===== src/rtl/cache_pkg.sv =====
// Shared cache geometry and refill-stage state encoding, used by the refill
// controller and by the instruction cache itself.
package cache_pkg;

    localparam int LINE_WORDS  = 4;
    localparam int WORD_BYTES  = 4;
    localparam int LINE_BYTES  = LINE_WORDS * WORD_BYTES;
    localparam int OFFSET_BITS = $clog2(LINE_BYTES);

    localparam logic [31:0] LINE_BASE_MASK = ~32'(LINE_BYTES - 1);

    typedef enum logic [1:0] {
        REFILL_IDLE  = 2'd0,
        REFILL_FETCH = 2'd1,
        REFILL_DONE  = 2'd2
    } refill_state_e;

endpackage


===== src/rtl/refill_line_buffer.sv =====
// Shadow buffer for a line being refilled: words are written by index as they
// arrive, and the whole line is committed to data_line in one cycle on request.
module refill_line_buffer #(
    parameter int WORD_WIDTH = 32,
    parameter int LINE_WORDS = 4,
    localparam int IDX_W     = $clog2(LINE_WORDS)
) (
    input  logic                             clock,
    input  logic                             reset_n,
    input  logic                             wr_en,
    input  logic [IDX_W-1:0]                 wr_idx,
    input  logic [WORD_WIDTH-1:0]            wr_data,
    input  logic                             commit,
    output logic [LINE_WORDS*WORD_WIDTH-1:0] data_line
);

    logic [LINE_WORDS*WORD_WIDTH-1:0] merged_line;
    logic [LINE_WORDS*WORD_WIDTH-1:0] data_line_reg;

    generate
        for (genvar gi = 0; gi < LINE_WORDS; gi++) begin : g_word
            logic                  hit;
            logic [WORD_WIDTH-1:0] word_reg;

            assign hit = wr_en && (wr_idx == IDX_W'(gi));

            always_ff @(posedge clock or negedge reset_n) begin
                if (!reset_n) begin
                    word_reg <= '0;
                end else if (hit) begin
                    word_reg <= wr_data;
                end
            end

            // The final word arrives on the commit cycle, so bypass it into the line.
            assign merged_line[gi*WORD_WIDTH +: WORD_WIDTH] = hit ? wr_data : word_reg;
        end
    endgenerate

    always_ff @(posedge clock or negedge reset_n) begin
        if (!reset_n) begin
            data_line_reg <= '0;
        end else if (commit) begin
            data_line_reg <= merged_line;
        end
    end

    assign data_line = data_line_reg;

endmodule


===== src/rtl/cache_refill_ctrl.sv =====
// Instruction-cache miss refill: fetches the missing line word by word over a
// req/ack memory port and hands the assembled line to the cache with a strobe.
module cache_refill_ctrl #(
    parameter int ADDR_WIDTH = 32,
    parameter int WORD_WIDTH = 32,
    parameter int LINE_WORDS = cache_pkg::LINE_WORDS,
    parameter int TIMEOUT    = 16
) (
    input  logic                             clock,
    input  logic                             reset_n,
    input  logic                             miss_req,
    input  logic [ADDR_WIDTH-1:0]            miss_addr,
    input  logic                             flush,
    output logic                             mem_req,
    output logic [ADDR_WIDTH-1:0]            mem_addr,
    input  logic                             mem_ack,
    input  logic [WORD_WIDTH-1:0]            mem_rdata,
    output logic                             busy,
    output logic                             line_valid,
    output logic [ADDR_WIDTH-1:0]            line_addr,
    output logic [LINE_WORDS*WORD_WIDTH-1:0] data_line,
    output logic                             refill_err
);

    import cache_pkg::*;

    localparam int CNT_W      = $clog2(LINE_WORDS);
    localparam int WAIT_W     = $clog2(TIMEOUT + 1);
    localparam int WORD_SHIFT = $clog2(WORD_WIDTH / 8);
    localparam int LINE_SPAN  = LINE_WORDS * (WORD_WIDTH / 8);
    localparam logic [ADDR_WIDTH-1:0] LINE_MASK = ~ADDR_WIDTH'(LINE_SPAN - 1);
    localparam logic [CNT_W-1:0]      LAST_WORD = CNT_W'(LINE_WORDS - 1);
    localparam logic [WAIT_W-1:0]     WAIT_LAST = WAIT_W'(TIMEOUT - 1);

    refill_state_e         state_reg, state_next;
    logic [ADDR_WIDTH-1:0] base_reg, base_next;
    logic [ADDR_WIDTH-1:0] mem_addr_reg, mem_addr_next;
    logic                  mem_req_reg, mem_req_next;
    logic [CNT_W-1:0]      word_cnt_reg, word_cnt_next;
    logic [WAIT_W-1:0]     wait_cnt_reg, wait_cnt_next;
    logic                  line_valid_reg, line_valid_next;
    logic [ADDR_WIDTH-1:0] line_addr_reg, line_addr_next;
    logic                  refill_err_reg, refill_err_next;
    logic                  buf_wr_en;
    logic                  buf_commit;
    logic [CNT_W-1:0]      word_cnt_inc;
    logic [ADDR_WIDTH-1:0] miss_base;

    assign word_cnt_inc = word_cnt_reg + CNT_W'(1);
    assign miss_base    = miss_addr & LINE_MASK;

    always_ff @(posedge clock or negedge reset_n) begin
        if (!reset_n) begin
            state_reg      <= REFILL_IDLE;
            base_reg       <= '0;
            mem_addr_reg   <= '0;
            mem_req_reg    <= 1'b0;
            word_cnt_reg   <= '0;
            wait_cnt_reg   <= '0;
            line_valid_reg <= 1'b0;
            line_addr_reg  <= '0;
            refill_err_reg <= 1'b0;
        end else begin
            state_reg      <= state_next;
            base_reg       <= base_next;
            mem_addr_reg   <= mem_addr_next;
            mem_req_reg    <= mem_req_next;
            word_cnt_reg   <= word_cnt_next;
            wait_cnt_reg   <= wait_cnt_next;
            line_valid_reg <= line_valid_next;
            line_addr_reg  <= line_addr_next;
            refill_err_reg <= refill_err_next;
        end
    end

    always_comb begin
        state_next      = state_reg;
        base_next       = base_reg;
        mem_addr_next   = mem_addr_reg;
        mem_req_next    = mem_req_reg;
        word_cnt_next   = word_cnt_reg;
        wait_cnt_next   = wait_cnt_reg;
        line_valid_next = 1'b0;
        line_addr_next  = line_addr_reg;
        refill_err_next = 1'b0;
        buf_wr_en       = 1'b0;
        buf_commit      = 1'b0;

        case (state_reg)
            REFILL_IDLE: begin
                if (miss_req) begin
                    base_next     = miss_base;
                    mem_addr_next = miss_base;
                    mem_req_next  = 1'b1;
                    word_cnt_next = '0;
                    wait_cnt_next = '0;
                    state_next    = REFILL_FETCH;
                end
            end
            REFILL_FETCH: begin
                // Flush beats both a same-cycle ack and a timeout.
                if (flush) begin
                    mem_req_next = 1'b0;
                    state_next   = REFILL_IDLE;
                end else if (mem_ack) begin
                    buf_wr_en     = 1'b1;
                    wait_cnt_next = '0;
                    if (word_cnt_reg == LAST_WORD) begin
                        mem_req_next    = 1'b0;
                        buf_commit      = 1'b1;
                        line_addr_next  = base_reg;
                        line_valid_next = 1'b1;
                        state_next      = REFILL_DONE;
                    end else begin
                        word_cnt_next = word_cnt_inc;
                        mem_addr_next = base_reg | (ADDR_WIDTH'(word_cnt_inc) << WORD_SHIFT);
                    end
                end else if (wait_cnt_reg == WAIT_LAST) begin
                    mem_req_next    = 1'b0;
                    refill_err_next = 1'b1;
                    state_next      = REFILL_IDLE;
                end else begin
                    wait_cnt_next = wait_cnt_reg + WAIT_W'(1);
                end
            end
            REFILL_DONE: begin
                state_next = REFILL_IDLE;
            end
            default: begin
                state_next = REFILL_IDLE;
            end
        endcase
    end

    refill_line_buffer #(
        .WORD_WIDTH (WORD_WIDTH),
        .LINE_WORDS (LINE_WORDS)
    ) u_line_buffer (
        .clock     (clock),
        .reset_n   (reset_n),
        .wr_en     (buf_wr_en),
        .wr_idx    (word_cnt_reg),
        .wr_data   (mem_rdata),
        .commit    (buf_commit),
        .data_line (data_line)
    );

    assign mem_req    = mem_req_reg;
    assign mem_addr   = mem_addr_reg;
    assign busy       = (state_reg != REFILL_IDLE);
    assign line_valid = line_valid_reg;
    assign line_addr  = line_addr_reg;
    assign refill_err = refill_err_reg;

endmodule


===== config.mk =====
export PLATFORM = sky130hd
export DESIGN_NAME = cache_refill_ctrl
export DESIGN_NICKNAME = d
export VERILOG_FILES = /design/src/rtl/cache_pkg.sv /design/src/rtl/refill_line_buffer.sv /design/src/rtl/cache_refill_ctrl.sv
export SDC_FILE = /design/constraint.sdc
export NUM_CORES = 1
export LEC_CHECK = 0
export ABC_AREA = 1
export CAP_MARGIN = 20
export CORE_MARGIN = 2
export CORE_UTILIZATION = 48
export CTS_CLUSTER_DIAMETER = 50
export DETAILED_ROUTE_END_ITERATION = 10
export GPL_ROUTABILITY_DRIVEN = 0
export PLACE_DENSITY = 0.75
export SLEW_MARGIN = 5
export SYNTH_ARGS = -nofsm -noshare
export SYNTH_HDL_FRONTEND = slang
export SYNTH_HIERARCHICAL = 1
export SYNTH_SLANG_ARGS = --single-unit

===== constraint.sdc =====
create_clock -name clock -period 1.7 [get_ports clock]
set_input_delay 0.34 -clock clock [delete_from_list [all_inputs] [get_ports clock]]
set_output_delay 0.34 -clock clock [all_outputs]
set_load 0.005 [all_outputs]

==> results.md, run 1 <==
- Outcome: finished with violations
- Failing checks: setup timing
- DRT Wirelength: ~45000 µm
- Reg2reg start: state_reg[1]$_DFFE_PN0P_
- Worst slew margin: 60.3%
- WP data required: 2.09 ns
- Vias in the first global route: approximately 13000
- Clock group share of total power: about a quarter
- Maximum vdd drop: about 0.0010 V
- Top Family by Delay on Critical Path: simple AND/OR/NAND/NOR gates
- Placed Cells: roughly 2400
- Final Hold Viols: 0
- TritonRoute pass-1 iters: 5
- Ranking of synthesized cells by area: dfrtp_1 59%, nand2_1 15%, nand3_1 5.7%
- Tmin final: between 1.5 and 2 ns
- Multiplexer share of the synthesized area: 0%
- Setup Skew: 0.0168 ns
- CTS clock-pin slew for the worst setup and hold paths: 0.06 ns
- Worst setup EP type: register
- Worst path cell trace: buf_6 > inv_4 > nand2_4 > nor2_4 > buf_6 > nand2_4 > nor2_4 > buf_12 > buf_6 > nand2_1 > and2_1
- Post-synthesis compound-gate area fraction: under 10%
- Seq/Total Area, Yosys: approximately three fifths
- Maximum net fanout on the critical path: 6
- Chip Height: about 180 µm
- Worst Setup SP: state_reg[1]$_DFFE_PN0P_
- Max frequency: 0.551 GHz
- Ratio of cells with drive above 1 in the final layout: 17.5%
- RSZ-0062 raised after global routing: yes
- Worst EP arrival: 2.20 ns
- Post-route setup TNS: -4.06 ns
- Avg WL per Cell: between 15 and 20 µm
- Psw: approximately 11000 µW
- DR iter-0 viols: between 1000 and 1500
- # nets final: around 2200
- CTS Buf Count: 39
- Clock tree buffer depth: 3
- Leak pwr: 0.0116 µW
- Worst-Skew Late Latency: between 0.5 and 0.6 ns
- Initial antenna violation count: 0
- Reg power frac: between 40 and 50%
- Endpoints failing setup: around 120
- First-pass GRT wire length: approximately 67000 µm
- CORE AREA: slightly above 30000 µm²
- Final Core Density: slightly below 70%
- Pint: approximately 22000 µW
- Worst min path class: in2async
- TritonCTS clock tree: done
- Via-to-Cell Ratio: roughly 5.2
- Mapped Avg Cell Area: around 8.6 µm²
- Post-Synthesis Cell Area: ~15000 µm²
- Power per cell area: about 1600 nW/µm²
- CP max stage delay: roughly 0.40 ns
- Fin cells: approximately 2500
- Synth Area in Simple Gates: ~29%
- HPWL Detailed: about 26000 µm
- Switching share of power: between 30 and 40%
- Class of the most critical setup path: reg2reg
- # fillers: around 2300
- Post-route antenna net violation count: 0
- Yosys top cell area share: 58.9%
- Ys Warns: 6
- Mapped Cells: about 1700
- Hold_ws: between 0.3 and 0.4 ns
- Final worst slack: -0.116 ns
- MaxCap Viol Count: 0
- Slowest CP cell: dfrtp_1
- N_diodes: 0
- Gr usage total: between 20% and 30%
- Synth Area in XOR/XNOR: 0%
- Post-synthesis register bit count: 352
- Commonest non-fill, non-tap cells in the layout: 532 x nand2_1, 350 x dfrtp_1, 201 x inv_1, 188 x dlygate4sd2_1, 131 x nand3_1
- Commonest non-fill, non-tap cell in the layout: nand2_1
- Yosys cell types: 25
- Final Slew Violations: 0
- IO Pins: 265
- CTS H-tree lvls: 2
- CP most frequent cell: buf_6
- Clock sink count: between 300 and 400
- Worst slew pin tran: between 0.5 and 0.6 ns
- Yosys top cell by area: dfrtp_1
- Post-Synth Adder-Cell Area: less than 1%
- P&R area growth vs syn: 40.8%
- Die X: 180 µm
- Largest family of logic cells by synthesized area: simple AND/OR/NAND/NOR gates
- Comb pwr share: roughly 34%
- Crit start category: register
- CTS root buffer: clkbuf_16
- Final period util: 107%
- Vias: 13100
- Initial core utilization: between 40% and 50%
- Grt ovf: 0
- Die area: roughly 33000 µm²
- Port Buffers: approximately 250
- Largest net degree at the start of global routing: 61
- # rows: between 60 and 70
- Worst path bufs/invs: 5
- DRC viols: 0
## layer usage
layer	up-vias	wire length [µm]	global-route usage (%)
met5	-	0	0
met4	0	1300	7.19
met3	102	4140	6.93
met2	534	21800	41.5
met1	6368	17900	32.8
li1	6047	-	-
## power by group through the flow
stage	Sequential [µW]	Clock (µW)	Combinational (µW)
final	13300	8490	11000
after global routing	13700	8960	12100
after global placement	13400	0	10200
after CTS	13300	8610	9950
after floorplan	13200	0	4680
after detailed placement	13500	0	10500
## stage by stage
| step | total power (µW) | setup WS [ns] | area [µm²] |
|---|---|---|---|
| CTS | 31800 | -0.0547 | 19800 |
| global placement | 23600 | -0.409 | 18400 |
| detailed placement | 24000 | -0.498 | 18400 |
| global route | 34800 | -0.158 | 21000 |
| floorplan | 17900 | -0.0103 | 15000 |
| finish | 32800 | -0.116 | 21000 |
## path summary, 6_finish.rpt
| path | cells after the start | slack, ns | endpoint |
|---|---|---|---|
| setup / recovery | 11 | -0.12 | u_line_buffer/g_word[2].word_reg[10]$_DFF_PN0_ |
| hold / removal | 2 | 0.37 | u_line_buffer/g_word[2].word_reg[23]$_DFF_PN0_ |
| setup reg to reg | 11 | -0.12 | u_line_buffer/g_word[2].word_reg[10]$_DFF_PN0_ |
| hold reg to reg | 2 | 0.47 | u_line_buffer/data_line[77]$_DFFE_PN0P_ |
| max in group asynchronous | 3 | 0.64 | u_line_buffer/g_word[0].word_reg[8]$_DFF_PN0_ |
| min in group clock | 3 | 0.43 | base_reg[12]$_DFFE_PN0P_ |
## cell type report
type                       count  area (µm²)  share of cell area [%]
clock buffer                  56        1150                    5.47
inverter                     205         787                    3.74
multi-input combinational   1096        5630                    26.8
tap                          396         495                    2.35
clock inverter                10         135                   0.642
timing repair buffer         395        4030                    19.2
sequential                   352        8810                    41.9
## synthesized netlist by cell type (all sizes together)
master  instances
nand2         618
dfrtp         352
inv           205
nand3         170
and2          128
o21ai          59
buf            56
nor2           45
clkbuf         40
nand4          33
a21oi          29
ha              3
a21boi          1
conb            1
nor3            1
nor4            1
o22ai           1
or2             1
## logic make-up after synthesis
kind of cell	after synthesis
fa+ha+maj	3
compound gates	90
other cells	1
simple gates	997
buf+inv	301
flops	352
## worst reg2reg max path: stages, from the launching register on
cell and delay, ns:
dfrtp_1 0.40, buf_6 0.13, inv_4 0.05, nand2_4 0.05, nor2_4 0.17, buf_6 0.15, nand2_4 0.06, nor2_4 0.13
buf_12 0.15, buf_6 0.15, nand2_1 0.09, and2_1 0.17
## timing repair
item,4_1_cts,5_1_grt
hold buffers,1,0
pin swaps,2,27
setup endpoints to repair,196,257
endpoints found under the hold margin,37,0
gates cloned,0,16
setup buffers,43,9
gates resized for setup,194,219
No activity file was read; power rests on OpenSTA's default activity.
==> run 2: changes to the inputs <==
- CORE_UTILIZATION: 48 -> 57
- DONT_BUFFER_PORTS: not set -> 1
- PLACE_DENSITY: 0.75 -> 0.73
==> run 2 against run 1 <==
Effect of this change: the run ends with hold timing left; hold slack got worse by 0.84 ns; clock-buffer cell count stayed put; power shrank 13%; non-clock buffer count shrank 319; critical endpoint is now busy; highest routed layer unchanged.
==> results.md, run 2 (synthesized netlist as in run 1, its figures left out) <==
- Outcome: finished with violations
- Failing checks: hold timing
- Worst min path class: in2async
- Worst-Skew Late Latency: between 0.5 and 0.6 ns
- Vias: ~11000
- # rows: roughly 60
- Commonest non-fill, non-tap cell in the layout: nand2_1
- Final Hold Viols: roughly 350
- Avg WL per Cell: ~17 µm
- Die X: roughly 170 µm
- Final Slew Violations: 0
- Cts-stage hold buffer count: 30
- Final worst slack: slightly below 0.06 ns
- Initial antenna violation count: 0
- Class of the most critical setup path: reg2out
- Commonest non-fill, non-tap cells in the layout: 613 x nand2_1, 350 x dfrtp_1, 202 x inv_1, 167 x nand3_1, 128 x and2_1
- HPWL Detailed: 21600 µm
- Worst slew margin: between 60% and 70%
- Max frequency: 0.609 GHz
- CTS clock-pin slew for the worst setup and hold paths: approximately 0.06 ns
- Power per cell area: 1660 nW/µm²
- First-pass GRT wire length: 59600 µm
- Leak pwr: ~0.0091 µW
- Via-to-Cell Ratio: 5.37
- WP data required: roughly 1.4 ns
- DRT Wirelength: around 36000 µm
- TritonCTS clock tree: done
- Final Instance Area: about 17000 µm²
- # fillers: between 2000 and 2500
- Initial core utilization: between 50% and 60%
- CTS H-tree lvls: 2
- Vias in the first global route: around 11000
- Post-route setup TNS: 0 ns
- TritonRoute pass-1 iters: 5
- CORE AREA: 25900 µm²
- Setup Skew: about 0.014 ns
- Worst EP arrival: about 1.3 ns
- Clock sink count: 352
- CTS Buf Count: 39
- P&R area growth vs syn: 15.3%
- MaxCap Viol Count: 0
- Die area: approximately 28000 µm²
- Worst setup EP type: primary output
- Placed inst area: between 15000 and 20000 µm²
- Maximum vdd drop: roughly 0.0012 V
- Worst slew pin tran: 0.583 ns
- # nets final: about 1800
- Crit start category: register
- DRC viols: 0
- Port Buffers: 0
- Grt ovf: 0
- Endpoints failing setup: 0
- N_diodes: 0
- DR iter-0 viols: 737
- IO Pins: approximately 270
- Clock tree buffer depth: 3
- Setup WS pre-CTS: approximately 0.051 ns
- Hold_ws: -0.462 ns
- Tmin final: between 1.5 and 2 ns
- Final period util: between 90% and 100%
- Largest net degree at the start of global routing: about 350
- CTS root buffer: clkbuf_16
- Ratio of cells with drive above 1 in the final layout: approximately 7%
- Post-route antenna net violation count: 0
- Gr usage total: a little over a quarter
- Final Core Density: between 60% and 70%
- Maximum net fanout on the critical path: 6
- Chip Height: approximately 170 µm
[run 2: layout make-up]
type	count	area, µm²	share of cell area (%)
clock inverters	9	158	0.915
inverters	205	777	4.51
clock buffers	56	1160	6.74
multi-input cells	1096	4970	28.8
repair buffers	76	940	5.45
flip-flops and latches	352	8810	51.1
well taps	335	419	2.43
[run 2: critical path: stages (launching register included)]
cell	delay, ns
dfrtp_1	0.38
buf_4	0.16
nor2_2	0.16
inv_1	0.09
[run 2: final timing paths]
| check | depth (start not counted) | from | slack (ns) | to |
|---|---|---|---|---|
| worst max-delay path | 3 | state_reg[0]$_DFFE_PN0P_ | 0.06 | busy |
| worst min-delay path | 0 | reset_n | -0.46 | u_line_buffer/g_word[0].word_reg[23]$_DFF_PN0_ |
| worst max register to register | 9 | wait_cnt_reg[0]$_DFFE_PN0P_ | 0.08 | wait_cnt_reg[4]$_DFFE_PN0P_ |
| worst min register to register | 2 | u_line_buffer/data_line[50]$_DFFE_PN0P_ | 0.50 | u_line_buffer/data_line[50]$_DFFE_PN0P_ |
| max in group asynchronous | 0 | reset_n | 1.74 | u_line_buffer/data_line[71]$_DFFE_PN0P_ |
| min in group clock | 4 | miss_addr[26] | 0.04 | mem_addr[26]$_DFFE_PN0P_ |
[run 2: per-layer routing]
| layer | track usage (%) | wire [µm] | up-vias | part of all wire, % |
|---|---|---|---|---|
| met5 | 0 | 0 | - | 0 |
| met4 | 9.79 | 1150 | 0 | 3.2 |
| met3 | 7.22 | 3260 | 80 | 8.9 |
| met2 | 41.1 | 16800 | 448 | 46 |
| met1 | 36.0 | 15200 | 5515 | 42 |
| li1 | - | - | 5384 | - |
[run 2: stage by stage]
stage | power (µW) | instances
2_1_floorplan | 17900 | 1749
4_1_cts | 28800 | 2123
5_1_grt | 30500 | 2129
6_report | 28600 | 2129
3_5_place_dp | 20000 | 2028
3_3_place_gp | 19600 | 2028
[run 2: what timing repair did]
item / 4_1_cts / 5_1_grt
hold endpoints to repair: 382 / 352
gates cloned: 0 / 1
buffers inserted: 0 / 6
pin swaps: 0 / 2
resized for setup: 1 / 13
endpoints found under the setup margin: 1 / 188
[run 2: report_power, final]
| part | switching, µW | total (µW) | internal [µW] | leakage (µW) |
|---|---|---|---|---|
| Clock | 3210 | 8560 | 5340 | 0.000646 |
| Combinational | 3600 | 6190 | 2590 | 0.00422 |
| Sequential | 2180 | 13900 | 11700 | 0.00421 |
| Total | 8990 | 28600 | 19700 | 0.00908 |
==> run 3: changes to the inputs <==
- SKIP_CTS_REPAIR_TIMING: not set -> 1
==> run 3 against run 2 <==
Effect of this change: global-route usage down 0.58 points; design area down 0.68%; maximum frequency down 0.31%; via count down 1.3%; sequential power about the same; clock skew about the same; clock power about the same; the run still ends with hold timing left; sequential share of layout area up 0.35 points; combinational power down 0.8%.
==> results.md, run 3 (synthesized netlist as in run 1, its figures left out) <==
- CP max stage delay: around 0.4 ns
- Initial core utilization: 57.7%
- MaxCap Viol Count: 0
- Port Buffers: 0
- Final Slew Violations: 0
- Met3 wire len: about 3100 µm
- DRC viols: 0
- First-pass GRT wire length: between 50000 and 60000 µm
- Power per cell area: ~1700 nW/µm²
- Critical path depth: 9
- Final Core Density: between 60% and 70%
- Vias: approximately 11000
- Clock sink count: approximately 350
- Leak pwr: around 0.009 µW
- CORE AREA: roughly 26000 µm²
- CTS Buf Count: 39
- Worst slew pin tran: just under 0.6 ns
- Initial antenna violation count: 0
- Met2 WL: ~17000 µm
- Crit start category: register
- CTS root buffer: clkbuf_16
- Class of the most critical setup path: reg2reg
- Worst-Skew Late Latency: a little over 0.5 ns
- Worst EP arrival: roughly 2.1 ns
- # rows: 59
- Final period util: between 90 and 100%
- Worst path bufs/invs: 2
- N_diodes: 0
- Vias in the first global route: about 11000
- Maximum net fanout on the critical path: 5
- Via-to-Cell Ratio: between 5 and 6
- Setup WS pre-CTS: 0.0509 ns
- Failing checks: hold timing
- Worst slew margin: between 60 and 70%
- Maximum vdd drop: about 0.0012 V
- CTS clock-pin slew for the worst setup and hold paths: ~0.06 ns
- Largest net degree at the start of global routing: roughly 350
- Max frequency: 0.607 GHz
- Ratio of cells with drive above 1 in the final layout: under 10%
- Gr usage total: about a quarter
- P&R area growth vs syn: 14.5%
- Worst setup EP type: register
- Outcome: finished with violations
- WP data required: 2.13 ns
- DRT Wirelength: ~36000 µm
- Grt ovf: 0
- Die area: ~28000 µm²
- Commonest non-fill, non-tap cells in the layout: 612 x nand2_1, 350 x dfrtp_1, 202 x inv_1, 167 x nand3_1, 128 x and2_1
- Avg WL per Cell: roughly 17 µm
- Post-route setup TNS: 0 ns
- Reg2reg path depth: 9
- TritonCTS clock tree: done
- DR iter-0 viols: slightly below 900
- DRT met1 WL: approximately 15000 µm
- Slowest CP cell: dfrtp_1
- IO Pins: 265
- Tmin final: between 1.5 and 2 ns
- Final Hold Viols: between 300 and 400
- CTS H-tree lvls: 2
- Worst path cell trace: ha_1 > nand2_1 > nor2_1 > ha_1 > inv_1 > nand3_1 > nor2_4 > inv_1 > o22ai_1
- DR top layer: met4
- Endpoints failing setup: 0
- Setup Skew: roughly 0.014 ns
- Post-route antenna net violation count: 0
- Commonest non-fill, non-tap cell in the layout: nand2_1
- RSZ-0062 raised after global routing: yes
- Pwr Total: ~29000 µW
- Die X: around 170 µm
- Chip Height: ~170 µm
- Hold_ws: -0.464 ns
- Top Family by Delay on Critical Path: simple AND/OR/NAND/NOR gates
- TritonRoute pass-1 iters: 5
- # nets final: between 1500 and 2000
- Worst min path class: in2async
- Clock tree buffer depth: 3
- HPWL Detailed: approximately 22000 µm
- Final worst slack: roughly 0.054 ns
[run 3: cell count changes in the layout (fill, tap and decap cells not counted)]
cell / before / now
dlygate4sd3_1: 30 / 19
nand2_1: 613 / 612
nand2_2: 4 / 5
ha_2: 1 / 0
ha_1: 2 / 3
buf_4: 22 / 21
[run 3: worst register-to-register path, delay by kind of cell, from the launching register on]
family / cells / cell delay (ns)
adders and majority gates: 2 / 0.40
DFF: 1 / 0.41
and+or+nand+nor: 4 / 0.43
AOI/OAI and AO/OA: 1 / 0.16
buffers and inverters: 2 / 0.17
[run 3: worst paths after layout]
path                                                    startpoint                                              to  slack, ns
setup / recovery                       wait_cnt_reg[1]$_DFFE_PN0P_                     wait_cnt_reg[4]$_DFFE_PN0P_       0.05
hold / removal                                             reset_n  u_line_buffer/g_word[0].word_reg[23]$_DFF_PN0_      -0.46
setup reg to reg                       wait_cnt_reg[1]$_DFFE_PN0P_                     wait_cnt_reg[4]$_DFFE_PN0P_       0.05
hold reg to reg            u_line_buffer/data_line[50]$_DFFE_PN0P_         u_line_buffer/data_line[50]$_DFFE_PN0P_       0.50
max in group asynchronous                                  reset_n         u_line_buffer/data_line[71]$_DFFE_PN0P_       1.81
min in group clock                                   miss_addr[18]                        base_reg[18]$_DFFE_PN0P_      -0.02
[run 3: final cells by class]
cell class,count,area (µm²)
sequential,352,8810
fill,2092,8790
multi-input combinational,1096,4970
clock buffer,56,1160
timing repair buffer,64,822
inverter,205,777
tap,335,419
clock inverter,9,158
[run 3: metrics by stage]
stage / cell area (µm²) / std cells
floorplan: 15000 / 1749
global placement: 15500 / 2028
detailed placement: 15500 / 2028
CTS: 16800 / 2093
global route: 17100 / 2117
finish: 17100 / 2117
[run 3: routing by layer]
layer,track usage (%),vias to the layer above
met2,40.0,397
met1,35.2,5450
met5,0,-
met4,9.30,0
li1,-,5364
met3,7.55,70
[run 3: where the power goes]
| group | switching [µW] | internal (µW) | total (µW) |
|---|---|---|---|
| Clock | 3230 | 5340 | 8570 |
| Combinational | 3580 | 2560 | 6140 |
| Sequential | 2180 | 11700 | 13900 |
